## config.mk

```make
export PLATFORM = sky130hd
export DESIGN_NAME = opb_ctl_reg_bank
export DESIGN_NICKNAME = d
export VERILOG_FILES = /design/src/rtl/opb_ctl_reg_bank.sv
export SDC_FILE = /design/constraint.sdc
export NUM_CORES = 1
export LEC_CHECK = 0
export CAP_MARGIN = 10
export CORE_ASPECT_RATIO = 0.5
export CORE_UTILIZATION = 40
export CTS_BUF_LIST = sky130_fd_sc_hd__clkbuf_2
export CTS_CLUSTER_DIAMETER = 40
export DETAILED_ROUTE_END_ITERATION = 16
export GPL_TIMING_DRIVEN = 0
export PLACE_DENSITY = 0.71
export SLEW_MARGIN = 20
export SYNTH_ARGS = -nofsm -noshare
export SYNTH_HDL_FRONTEND = slang
export SYNTH_SLANG_ARGS = --single-unit
```

## constraint.sdc

```tcl
create_clock -name OPB_Clk -period 8.95 [get_ports OPB_Clk]
set_input_delay 0.895 -clock OPB_Clk [delete_from_list [all_inputs] [get_ports OPB_Clk]]
set_output_delay 0.895 -clock OPB_Clk [all_outputs]
set_load 0.05 [all_outputs]
```

## src/rtl/opb_ctl_reg_bank.sv

```systemverilog
// opb_ctl_reg_bank
//   OPB slave owning C_NUM_REGS 32-bit control registers behind one address
//   window. Software writes shadow registers. A commit write to CTRL copies
//   every shadow to the active outputs in one edge and pulses user_update, so
//   the datapath sees multi-register reconfiguration atomically.
//
//   Word map (word = (OPB_ABus - C_BASEADDR) >> 2):
//     0 .. C_NUM_REGS-1 : shadow registers, R/W, byte enables honoured
//     C_NUM_REGS        : CTRL. Writing bit 0 (with its byte enabled) commits.
//                         Reads return {commit_count[15:0], 16'h0}.
//     C_NUM_REGS+1      : STATUS, read-only. Returns user_status_in.
//     above             : invalid. Reads return 0 and writes are dropped.
//
//   Ports:
//     OPB_Clk, OPB_Rst          clock, asynchronous active-high reset
//     OPB_ABus/BE/DBus/RNW      OPB request (big-endian bit numbering)
//     OPB_select, OPB_seqAddr   transaction valid; seqAddr is ignored
//     Sl_DBus, Sl_xferAck       read data and acknowledge (one cycle)
//     Sl_errAck                 error acknowledge
//     Sl_retry, Sl_toutSup      tied 0
//     user_data_out             active registers, reg k at [32k+31:32k]
//     user_update               one-cycle pulse after each commit
//     user_status_in            status word readable by software
//
//   Optional feature macro: OPB_CTL_REG_ERRACK_EN
//     When defined, an access to an invalid word or a write to STATUS raises
//     Sl_errAck together with Sl_xferAck. When undefined, Sl_errAck is 0.
module opb_ctl_reg_bank #(
  parameter logic [31:0] C_BASEADDR   = 32'h01060000,
  parameter logic [31:0] C_HIGHADDR   = 32'h010600FF,
  parameter int          C_NUM_REGS   = 4,
  parameter int          C_OPB_AWIDTH = 32,
  parameter int          C_OPB_DWIDTH = 32
) (
  input  logic                           OPB_Clk,
  input  logic                           OPB_Rst,
  input  logic [0:C_OPB_AWIDTH-1]        OPB_ABus,
  input  logic [0:C_OPB_DWIDTH/8-1]      OPB_BE,
  input  logic [0:C_OPB_DWIDTH-1]        OPB_DBus,
  input  logic                           OPB_RNW,
  input  logic                           OPB_select,
  input  logic                           OPB_seqAddr,
  output logic [0:C_OPB_DWIDTH-1]        Sl_DBus,
  output logic                           Sl_errAck,
  output logic                           Sl_retry,
  output logic                           Sl_toutSup,
  output logic                           Sl_xferAck,
  output logic [C_NUM_REGS*32-1:0]       user_data_out,
  output logic                           user_update,
  input  logic [31:0]                    user_status_in
);

  typedef enum logic [1:0] {S_IDLE, S_ACK, S_WAIT} state_t;

  state_t      state, state_nxt;
  logic [31:0] shadow [C_NUM_REGS];
  logic [31:0] active [C_NUM_REGS];
  logic [15:0] commit_count;
  logic [31:0] rd_q;
  logic        ack_q;
  logic        upd_q;

  // Plain [31:0] views: OPB bit 0 is the MSB, so a straight vector copy maps
  // DBus[0] to register bit 31 and BE[0] to be[3] (bits 31:24).
  logic [31:0] addr;
  logic [31:0] wdata;
  logic [3:0]  be;
  logic [31:0] off;
  logic [31:0] word;
  logic        hit, take, wr, commit;
  logic        is_ctrl, is_stat;
  logic [31:0] rmux;
  logic        unused_ok;

  function automatic logic [31:0] byte_merge(input logic [31:0] old_v,
                                             input logic [31:0] new_v,
                                             input logic [3:0]  en);
    logic [31:0] r;
    for (int b = 0; b < 4; b++)
      r[8*b +: 8] = en[b] ? new_v[8*b +: 8] : old_v[8*b +: 8];
    return r;
  endfunction

  assign addr    = OPB_ABus;
  assign wdata   = OPB_DBus;
  assign be      = OPB_BE;
  assign off     = addr - C_BASEADDR;
  assign word    = {2'b00, off[31:2]};
  assign hit     = OPB_select && (addr >= C_BASEADDR) && (addr <= C_HIGHADDR);
  assign is_ctrl = (word == 32'(C_NUM_REGS));
  assign is_stat = (word == 32'(C_NUM_REGS + 1));

  // Only the IDLE state accepts a request; WAIT swallows a stretched select.
  assign take   = (state == S_IDLE) && hit;
  assign wr     = take && !OPB_RNW;
  assign commit = wr && is_ctrl && be[0] && wdata[0];

  assign unused_ok = ^{OPB_seqAddr, off[1:0]};

  always_comb begin
    rmux = 32'h0;
    for (int k = 0; k < C_NUM_REGS; k++)
      if (word == 32'(k)) rmux = shadow[k];
    if (is_ctrl) rmux = {commit_count, 16'h0};
    if (is_stat) rmux = user_status_in;
  end

  always_ff @(posedge OPB_Clk or posedge OPB_Rst) begin
    if (OPB_Rst) state <= S_IDLE;
    else         state <= state_nxt;
  end

  always_comb begin
    state_nxt = state;
    case (state)
      S_IDLE:  if (hit) state_nxt = S_ACK;
      S_ACK:   state_nxt = S_WAIT;
      S_WAIT:  if (!OPB_select) state_nxt = S_IDLE;
      default: state_nxt = S_IDLE;
    endcase
  end

  // Request edge: register ack/read data, apply writes and commits
  always_ff @(posedge OPB_Clk or posedge OPB_Rst) begin
    if (OPB_Rst) begin
      ack_q        <= 1'b0;
      rd_q         <= 32'h0;
      upd_q        <= 1'b0;
      commit_count <= 16'h0;
      for (int k = 0; k < C_NUM_REGS; k++) begin
        shadow[k] <= 32'h0;
        active[k] <= 32'h0;
      end
    end else begin
      ack_q <= take;
      // Read data lives only in the ACK cycle, zero otherwise.
      rd_q  <= (take && OPB_RNW) ? rmux : 32'h0;
      upd_q <= commit;
      for (int k = 0; k < C_NUM_REGS; k++)
        if (wr && (word == 32'(k)))
          shadow[k] <= byte_merge(shadow[k], wdata, be);
      if (commit) begin
        commit_count <= commit_count + 16'h1;
        for (int k = 0; k < C_NUM_REGS; k++)
          active[k] <= shadow[k];
      end
    end
  end

`ifdef OPB_CTL_REG_ERRACK_EN
  logic err_q;
  always_ff @(posedge OPB_Clk or posedge OPB_Rst) begin
    if (OPB_Rst) err_q <= 1'b0;
    else         err_q <= take && ((word > 32'(C_NUM_REGS + 1)) ||
                                   (is_stat && !OPB_RNW));
  end
  assign Sl_errAck = err_q;
`else
  assign Sl_errAck = 1'b0;
`endif

  always_comb begin
    user_data_out = '0;
    for (int k = 0; k < C_NUM_REGS; k++)
      user_data_out[32*k +: 32] = active[k];
  end

  assign Sl_DBus     = rd_q;
  assign Sl_xferAck  = ack_q;
  assign user_update = upd_q;
  assign Sl_retry    = 1'b0;
  assign Sl_toutSup  = 1'b0;

endmodule

```

[Word level (Yosys, flattened, before mapping)]
Cells that the tools add are included.
Word-level totals
  bits in registers: 308
  input bits: 105
  word-level logic and storage cells: 80
Operators by class
  $add $sub $neg: 2
  magnitude comparators: 2
  equality and inequality tests: 9
  mux-type cells: 10
  reduce and logical (&&, ||, !) cells: 32
Operator list (count)
  two-way mux 32 bit: 7
  == test 30 x 2 -> 1 bit, second input constant: 2
  == test 30 x 3 -> 1 bit, second input constant: 2
  AND reduction 2 bit: 17
  >= comparator 32 x 25 -> 1 bit, second input constant: 1
  <= comparator 32 x 25 -> 1 bit, second input constant: 1
  zero test 32 bit: 1
  subtractor 32 x 25 -> 32 bit, second input constant: 1
  == test 30 x 1 -> 1 bit, second input constant: 1
  adder 16 x 1 -> 16 bit, second input constant: 1
  logical AND 1 bit: 12
  case mux 2 bit (3 select lines): 1
  two-way mux 2 bit: 2
  inequality test 2 bit, second input constant: 2
  == test 2 x 1 -> 1 bit, second input constant: 1
  == test 2 bit, second input constant: 1
  zero test 2 bit: 1
  zero test 1 bit: 1

[Longest topological paths before layout]
  depth after elaboration: 9
  mapped depth: 9
  gate-level depth less buffers: 7

[Worst setup path after synthesis]
Ideal clock, no wire load.
  path type: input to register
  from: input port OPB_ABus[14] in the netlist's numbering
  to: register shadow[72] in the netlist's numbering
  library setup time: 0.125 ns
  arrival time: 3.231 ns
  required time: 8.825 ns
  path slack: 5.594 ns
  stages on the path: 8
  path buffers: 1
  cell sequence: ha_1 -> nor4_1 -> and4b_1 -> nor2_1 -> or3_4 -> buf_6 -> nor4_4 -> mux2_4
On the way
  word-level cells in the longest chain between the ends: 7
  elaborated cells between the ends (all ways): 10
  classes of those cells: 1 x add/sub; 2 x order compare; 1 x eq/ne; 6 x reduce/logical
Ends and longest elaborated chain
  start, declared: line 37  | input logic [0:C_OPB_AWIDTH-1] OPB_ABus,
  branches (longest 5 deep; another with subtractor 32 x 25 -> 32 bit)
  logical AND 1 bit *: line 140  | if (wr && (word == 32'(k)))
  AND reduction 2 bit (no line) *
  end signal, assigned by index: line 141  | shadow[k] <= byte_merge(shadow[k], wdata, be);
  end, declared: line 56  | logic [31:0] shadow [C_NUM_REGS];
Mark *: on every way between the ends.
A chain may end at the register's enable or synchronous reset.

[Worst setup path in the final report]
  from: input port OPB_ABus[14] in the netlist's numbering
  to: register active (netlist bit user_data_out[123])
On the way
  word-level cells in the longest chain between the ends: 8
  elaborated cells between the ends (all ways): 11
  classes of those cells: 1 x add/sub; 2 x order compare; 1 x eq/ne; 7 x reduce/logical
Ends and longest elaborated chain
  branches (longest 5 deep; another with subtractor 32 x 25 -> 32 bit)
  logical AND 1 bit * (3 in a row): line 96  | assign commit = wr && is_ctrl && be[0] && wdata[0];
  end signal, assigned by index: line 145  | active[k] <= shadow[k];
  end, declared: line 57  | logic [31:0] active [C_NUM_REGS];
Marks and branches as above.

==> results.md <==
* Largest net degree at the start of global routing at 36
* Clk_lat worst skew at 910 ps
* Via count at between 10000 and 15000
* Core Area at between 30000 and 40000 um^2
* Setup bufs post-CTS at 0
* Most frequent cells in the layout: dfrtp_1 (308), mux2_2 (271), clkdlybuf4s50_1 (261), clkbuf_2 (111), nor2_1 (36)
* Area contributors post-synth: dfrtp_1 (57%), mux2_2 (22%), nor4_4 (1.4%)
* Most common cell after layout, fill and taps aside: dfrtp_1
* Routed vias/inst at 5.56
* Layout fillers at 2800
* Area share of the largest cell type after synthesis at between 50% and 60%
* Vias in the first global route at 11000
* Setup crit end kind: flop
* Critical Path RT at 9680 ps
* Clock tree buffer depth at 3
* Area growth, synth to finish at 29.7%
* Fraction of registers with async set/reset at 100%
* Reg2Reg Setup Slack at about 5200 ps
* Yosys warns at 0
* Power, Total at 2450 uW
* H-tree levels at 3
* Root buf cell: clkbuf_2
* Seq/Total Area, Yosys at 56.7%
* PD cells at 139 nW/um^2
* Status: completed
* Row cnt at 47
* Boundary Pins at 270
* # setup viols final at 0
* DRC at 0
* Die Y-Extent at 132 um
* Final hold viol count at 0
* Worst slew pin tran at 1150 ps
* Layout Nets at 1447
* Gr usage total at 24.6%
* Final min period at about 4100 ps
* Post-route cell area at 17600 um^2
* RSZ-0062 raised after global routing: false
* Startpoint types: input pin
* CP max FO at 10
* Final Cycle Share at 45.3%
* Setup ws final at slightly below 5000 ps
* Drt wl/cell at 23.2 um
* Worst hold path class: in -> async
* Share of layout cells above drive strength 1 at 32.7%
* CTS clk-pin slew, worst paths at around 110 ps
* Post-cts sizing count at 0
* Post-route ant nets at 0
* Max frequency at 247 MHz
* Synth Instances at 991
* Peak supply drop at 0.0638 mV
* Leak at 0.00817 uW
* Rel. slew slack at 22.8%
* Post-synth EDFFs at 0
* Max-cap violations at 0
* Register bit total from synthesis at about 310
* HPWL after DPL at 32.3 mm
* DIE AREA at 34800 um^2
* Router iterations before antenna repair at 5
* Synth Cell Area at 13600 um^2
* First-pass GRT wire length at between 60 and 70 mm
* CP arrival at 4780 ps
* PortBufs at 261
* Syn avg cell area at 13.7 um^2
* Placed Area at between 15000 and 20000 um^2
* Pre-CTS WS at 4130 ps
* TNS Setup at 0 ps
* Most used DFF post-synth: dfrtp_1
* Slew Limit Fails at 0
* Initial Util at 40.9%
* Skew final at 70.5 ps
* Cts bufs inserted at 74
* WL final at ~43 mm
* Cell taking the most area after synthesis: dfrtp_1
* Initial antenna violation count at 2
* Detailed Route Iter0 Violations at 728
* GR Overflow Total at 0
* Hold Buf Count CTS at 0
* Die X at 263 um
* Distinct cells, synth at 58
* Setup CP Type: in -> reg
* CTS tree: done
* Clock Sinks at 308
* Final RePlAce weighted congestion at 0.942
[metrics by stage]
stage          utilization [%]  hold WS, ps  instances
3_3_place_gp              50.5          461       1695
4_1_cts                   53.0          332       1838
3_5_place_dp              51.1          464       1705
6_report                  53.1          401       1840
2_1_floorplan                -          446        993
5_1_grt                   53.1          395       1840
[logic make-up after synthesis]
kind of cell	share of synthesized area [%]
compound gates	5.37
xor+xnor	0.967
buf+inv	2.23
fa+ha+maj	0.184
mux	24.9
simple gates	9.58
flops	56.7
other cells	0.0276
[cells in the mapped netlist, types with 4 or more instances]
cell type	n
inv_1	4
a311oi_1	6
nor3_1	28
clkbuf_1	35
and3_1	11
dfrtp_1	308
nor4_4	9
xnor2_1	14
mux2i_1	17
nand2_1	21
nor4_1	25
a2111oi_0	11
nand4_1	19
o41ai_1	14
or3_1	10
a21oi_1	20
nor3_4	4
nor2b_1	5
a31oi_1	9
o22ai_1	24
nor2_1	36
nand3_1	13
mux2_2	271
buf_2	16
buf_1	4
or4_1	4
mux2_4	8
[critical path: stages]
cell and delay, ps:
clkdlybuf4s50_1 620, nor4b_2 550, and4_1 270, clkbuf_2 260, o211ai_1 190, a2111oi_4 780, buf_2 410, buf_2 420
mux2_2 380
[state kept, by name (all words and copies together), names as in the netlist]
signal / flops
user_data_out: 128
state: 2
commit_count: 16
Sl_DBus: 32
Sl_xferAck: 1
user_update: 1
shadow: 128
[power breakdown]
part / leakage (uW) / internal (uW) / switching (uW)
logic: 0.00337 / 64.8 / 92.8
registers: 0.00431 / 1390 / 0.000000853
clock network: 0.000503 / 329 / 569
total: 0.00817 / 1780 / 662
[routing by layer]
metal	track usage, %	share of wire, %	up-vias
met1	29.5	39	5200
met3	6.71	6.8	126
met2	42.0	50	425
met5	0	0	-
li1	-	-	4475
met4	10.7	3.7	0
[worst paths after layout]
path                                            to         start  cells after the start
worst min register to register            state[1]      state[0]                      1
worst max register to register          shadow[71]      state[0]                      6
worst max-delay path            user_data_out[123]  OPB_ABus[14]                      9
min in group OPB_Clk                      state[1]      state[0]                      1
worst min-delay path                    Sl_DBus[4]       OPB_Rst                      2
max in group asynchronous              shadow[103]       OPB_Rst                      6
[final cells by class]
type | count | area (um^2) | area share, %
Sequential cell | 308 | 7710 | 43.7
Antenna cell | 2 | 5.00 | 0.0284
Clock buffer | 110 | 551 | 3.12
Tap cell | 441 | 552 | 3.13
Inverter | 4 | 18.8 | 0.106
Multi-Input combinational cell | 619 | 5590 | 31.7
Clock inverter | 23 | 97.6 | 0.554
Buffer | 62 | 288 | 1.63
Timing Repair Buffer | 271 | 2820 | 16.0
(Power assumes the default switching activity.)
==> edit 1: new RTL, config.mk and constraints unchanged <==
Take the reset off `rd_q` and load it in a clocked block of its own.
--- a/src/rtl/opb_ctl_reg_bank.sv
+++ b/src/rtl/opb_ctl_reg_bank.sv
@@ -124,7 +124,6 @@
   always_ff @(posedge OPB_Clk or posedge OPB_Rst) begin
     if (OPB_Rst) begin
       ack_q        <= 1'b0;
-      rd_q         <= 32'h0;
       upd_q        <= 1'b0;
       commit_count <= 16'h0;
       for (int k = 0; k < C_NUM_REGS; k++) begin
@@ -134,7 +133,6 @@
     end else begin
       ack_q <= take;
       // Read data lives only in the ACK cycle, zero otherwise.
-      rd_q  <= (take && OPB_RNW) ? rmux : 32'h0;
       upd_q <= commit;
       for (int k = 0; k < C_NUM_REGS; k++)
         if (wr && (word == 32'(k)))
@@ -145,6 +143,10 @@
           active[k] <= shadow[k];
       end
     end
+  end
+
+  always_ff @(posedge OPB_Clk) begin
+    rd_q <= (take && OPB_RNW) ? rmux : 32'h0;
   end
 
 `ifdef OPB_CTL_REG_ERRACK_EN
Check against the original RTL: not equivalent (a bounded check fails within 4 cycles, from zero or initial values and one cycle with OPB_Rst high).
==> edit 1 against the unedited design <==
- sequential power hardly changed
- first-iteration DRC count is 24% lower
- sequential cell count stayed put
- routed wire length is 11% lower
- global-route usage is 1.3 points lower
- worst hold slack better by 0.076 ns
- worst setup slack better by 0.67 ns
- power is 1.4% higher
- area after synthesis is 5.1% lower
- cell area is 4.4% lower
- critical path type unchanged
==> edit 1: results (changes against the unedited design) <==
Mean Syn Cell Area 11.6 um2 (-16%); critical path's largest stage delay 0.68 ns (-0.10 ns); crit path DAT 4.17 ns (-0.61 ns); met2 WL post-DR 19,200 um (-10%); Multi-input gate area 5090 um2 (-8.9%); initial DRC count 550 (-24%); Slowest cell on crit path nor4_4; GPL Wtd Cong 0.887 (-5.8%); xor and xnor area share after synthesis 0.0109 (+0.00119); Finished Layout Cells 1,955 (+6.3%); HPWL Detailed 28,000 um (-13%); fillers 2,740 (-2.1%); Synth Area in Compound Gates 0.0215 (-0.0321); post-synthesis cell type count 40 (-31%); multiplexer share of the synthesized area 0.181 (-0.0678); GRT Util Overall 0.233 (-0.0132); Vias 9,940 (-2.8%); routed len/inst 19.4 um (-16%); clk_skew 0.0718 ns (+0.00130 ns); Ant. Diodes 8 (+6); largest net degree at the start of global routing 103 (+190%); worst slew pin tran 1.12 ns (-0.0262 ns); status finished clean; R2R cell count 8 (+2); Synth area leaders dfrtp_1 (54%), mux2_2 (12%), nand2_1 (12%); Non-clock buffers, area share 0.174 (-0.00245); initial antenna violation count 8 (+6); Buffers excl. clock 319 (-4.2%); clock buffer count 111 (+0.91%); met3 Usage GRT 0.0563 (-0.0107); DRT Pass-1 Iters 4 (-1); commonest cells in the netlist nand2_1 (398), dfrtp_1 (276), mux2_2 (138); VDD IR max 0.0648 mV (+1.5%); leakage 8.16 nW (-0.18%); placed cell area 16,100 um2 (-4.9%); Layout Nets 1,564 (+8.1%); share of power burned in the clock network 0.386 (+0.019); core area 31,700 um2 (-4.6%); ClkCell Share 0.0413 (+0.00452); Top Layer Used met5
-- edit 1: changes by cell type after synthesis, sizes merged, moves of 30 or more --
cell   change
dfrtp     -32
mux4      +30
mux2     -136
a22oi     +31
dfxtp     +32
nand2    +377
-- edit 1: path summary, 6_finish.rpt --
check	endpoint	slack, ns	from
worst max-delay path	user_data_out[81]$_DFFE_PP0P_	5.57	OPB_ABus[13]
worst min-delay path	user_data_out[11]$_DFFE_PP0P_	0.48	OPB_Rst
worst max register to register	user_data_out[81]$_DFFE_PP0P_	5.91	state[1]$_DFFE_PP0P_
worst min register to register	user_data_out[125]$_DFFE_PP0P_	0.48	user_data_out[125]$_DFFE_PP0P_
max in group asynchronous	user_data_out[124]$_DFFE_PP0P_	7.47	OPB_Rst
min in group OPB_Clk	user_data_out[125]$_DFFE_PP0P_	0.48	user_data_out[125]$_DFFE_PP0P_
==> edit 2: new RTL, config.mk and constraints unchanged <==
Without the edit above. Change the parameter `C_NUM_REGS` from 4 to 2.
--- a/src/rtl/opb_ctl_reg_bank.sv
+++ b/src/rtl/opb_ctl_reg_bank.sv
@@ -28,7 +28,7 @@
 module opb_ctl_reg_bank #(
   parameter logic [31:0] C_BASEADDR   = 32'h01060000,
   parameter logic [31:0] C_HIGHADDR   = 32'h010600FF,
-  parameter int          C_NUM_REGS   = 4,
+  parameter int          C_NUM_REGS   = 2,
   parameter int          C_OPB_AWIDTH = 32,
   parameter int          C_OPB_DWIDTH = 32
 ) (
Interface: changed (resized user_data_out); port bits go from 270 to 206. No check against the original RTL was run, so the function may have changed too.
==> edit 2 against the unedited design <==
- utilization up 1.3 points
- sequential cell count fell by 128
- non-clock buffer count down 98
- first-iteration DRC count is 61% lower
- sequential power down 41%
- power down 45%
- worst hold slack improved by 0.087 ns
- routed wire length shrank 49%
- clock power decreased by 52%
- die area is 40% lower
- area after synthesis down 41%
- worst setup slack improved by 0.52 ns
- cell area fell by 40%
==> edit 2: results (changes against the unedited design) <==
Ant. Diodes 0 (-2); status finished clean; crit path DAT 4.24 ns (-0.54 ns); final WL 21,600 um (-49%); die area 20,700 um2 (-40%); CTS max path bufs 2 (-1); capture point of the worst path Sl_DBus[8]$_DFF_PP0_; Logic pwr share 0.080 (+0.016); leakage 5.03 nW (-38%); Multi-input comb cells 403 (-35%); R2R cell count 7 (+1); multi-input gate share of total cell area 0.315 (-0.00248); net switching power 354 uW (-46%); initial antenna violation count 1 (-1); Reg-to-Reg Start state[1]$_DFFE_PP0P_; storage element area 4500 um2 (-42%); pwr/cell area 128 nW/um2 (-8.0%); GPL Wtd Cong 0.884 (-6.2%); placed cell area 10,400 um2 (-39%); Synth area leaders dfrtp_1 (56%), mux2_2 (18%), mux2i_1 (3.5%); Worst setup startpoint OPB_ABus[7]; Buffers excl. clock 235 (-29%); clk_skew 0.0360 ns (-0.0345 ns); Layout Nets 951 (-34%); final core utilization 0.543 (+0.0127); I/O Buffers 197 (-25%); first-pass GRT wire length 33,500 um (-49%); initial DRC count 284 (-61%); Seq/Total Area, Yosys 0.561 (-0.00642); critical path's largest stage delay 0.67 ns (-0.11 ns); post-synthesis cell type count 47 (-19%); share of cells above drive strength 1 0.218 (-0.109); DP Worst Slack 4.61 ns (+0.477 ns)
-- edit 2: cell types whose count changed after synthesis, sizes merged, moves of 10 or more --
cell / delta
a21oi: -18
and3: -10
buf: -16
dfrtp: -128
mux2: -150
mux2i: +11
nand4: -12
nor3: -12
o21a: +16
o21ai: +22
o22ai: -24
o41ai: -14
xnor2: -10
xor2: +12
-- edit 2: layer usage --
layer	GRT usage	wire length, um
met4	0.0671	382
met1	0.284	9790
met2	0.361	10400
met5	0	0
met3	0.0421	1000
-- edit 2: logic make-up after synthesis --
group,after synthesis,synth area share
adders and majority gates,2,0.00311
DFF,180,0.561
xor gates and xnor gates,17,0.0185
and+or+nand+nor,149,0.115
muxes,157,0.216
AOI/OAI and AO/OA,75,0.0623
buffers and inverters,44,0.0240
other,1,0.000467
-- edit 2: worst max-delay path, delay by kind of cell --
family	cells	cell delay (ns)
AND/OR/NAND/NOR	4	1.42
buffers and inverters	3	1.04
AO/OA/AOI/OAI	2	0.88
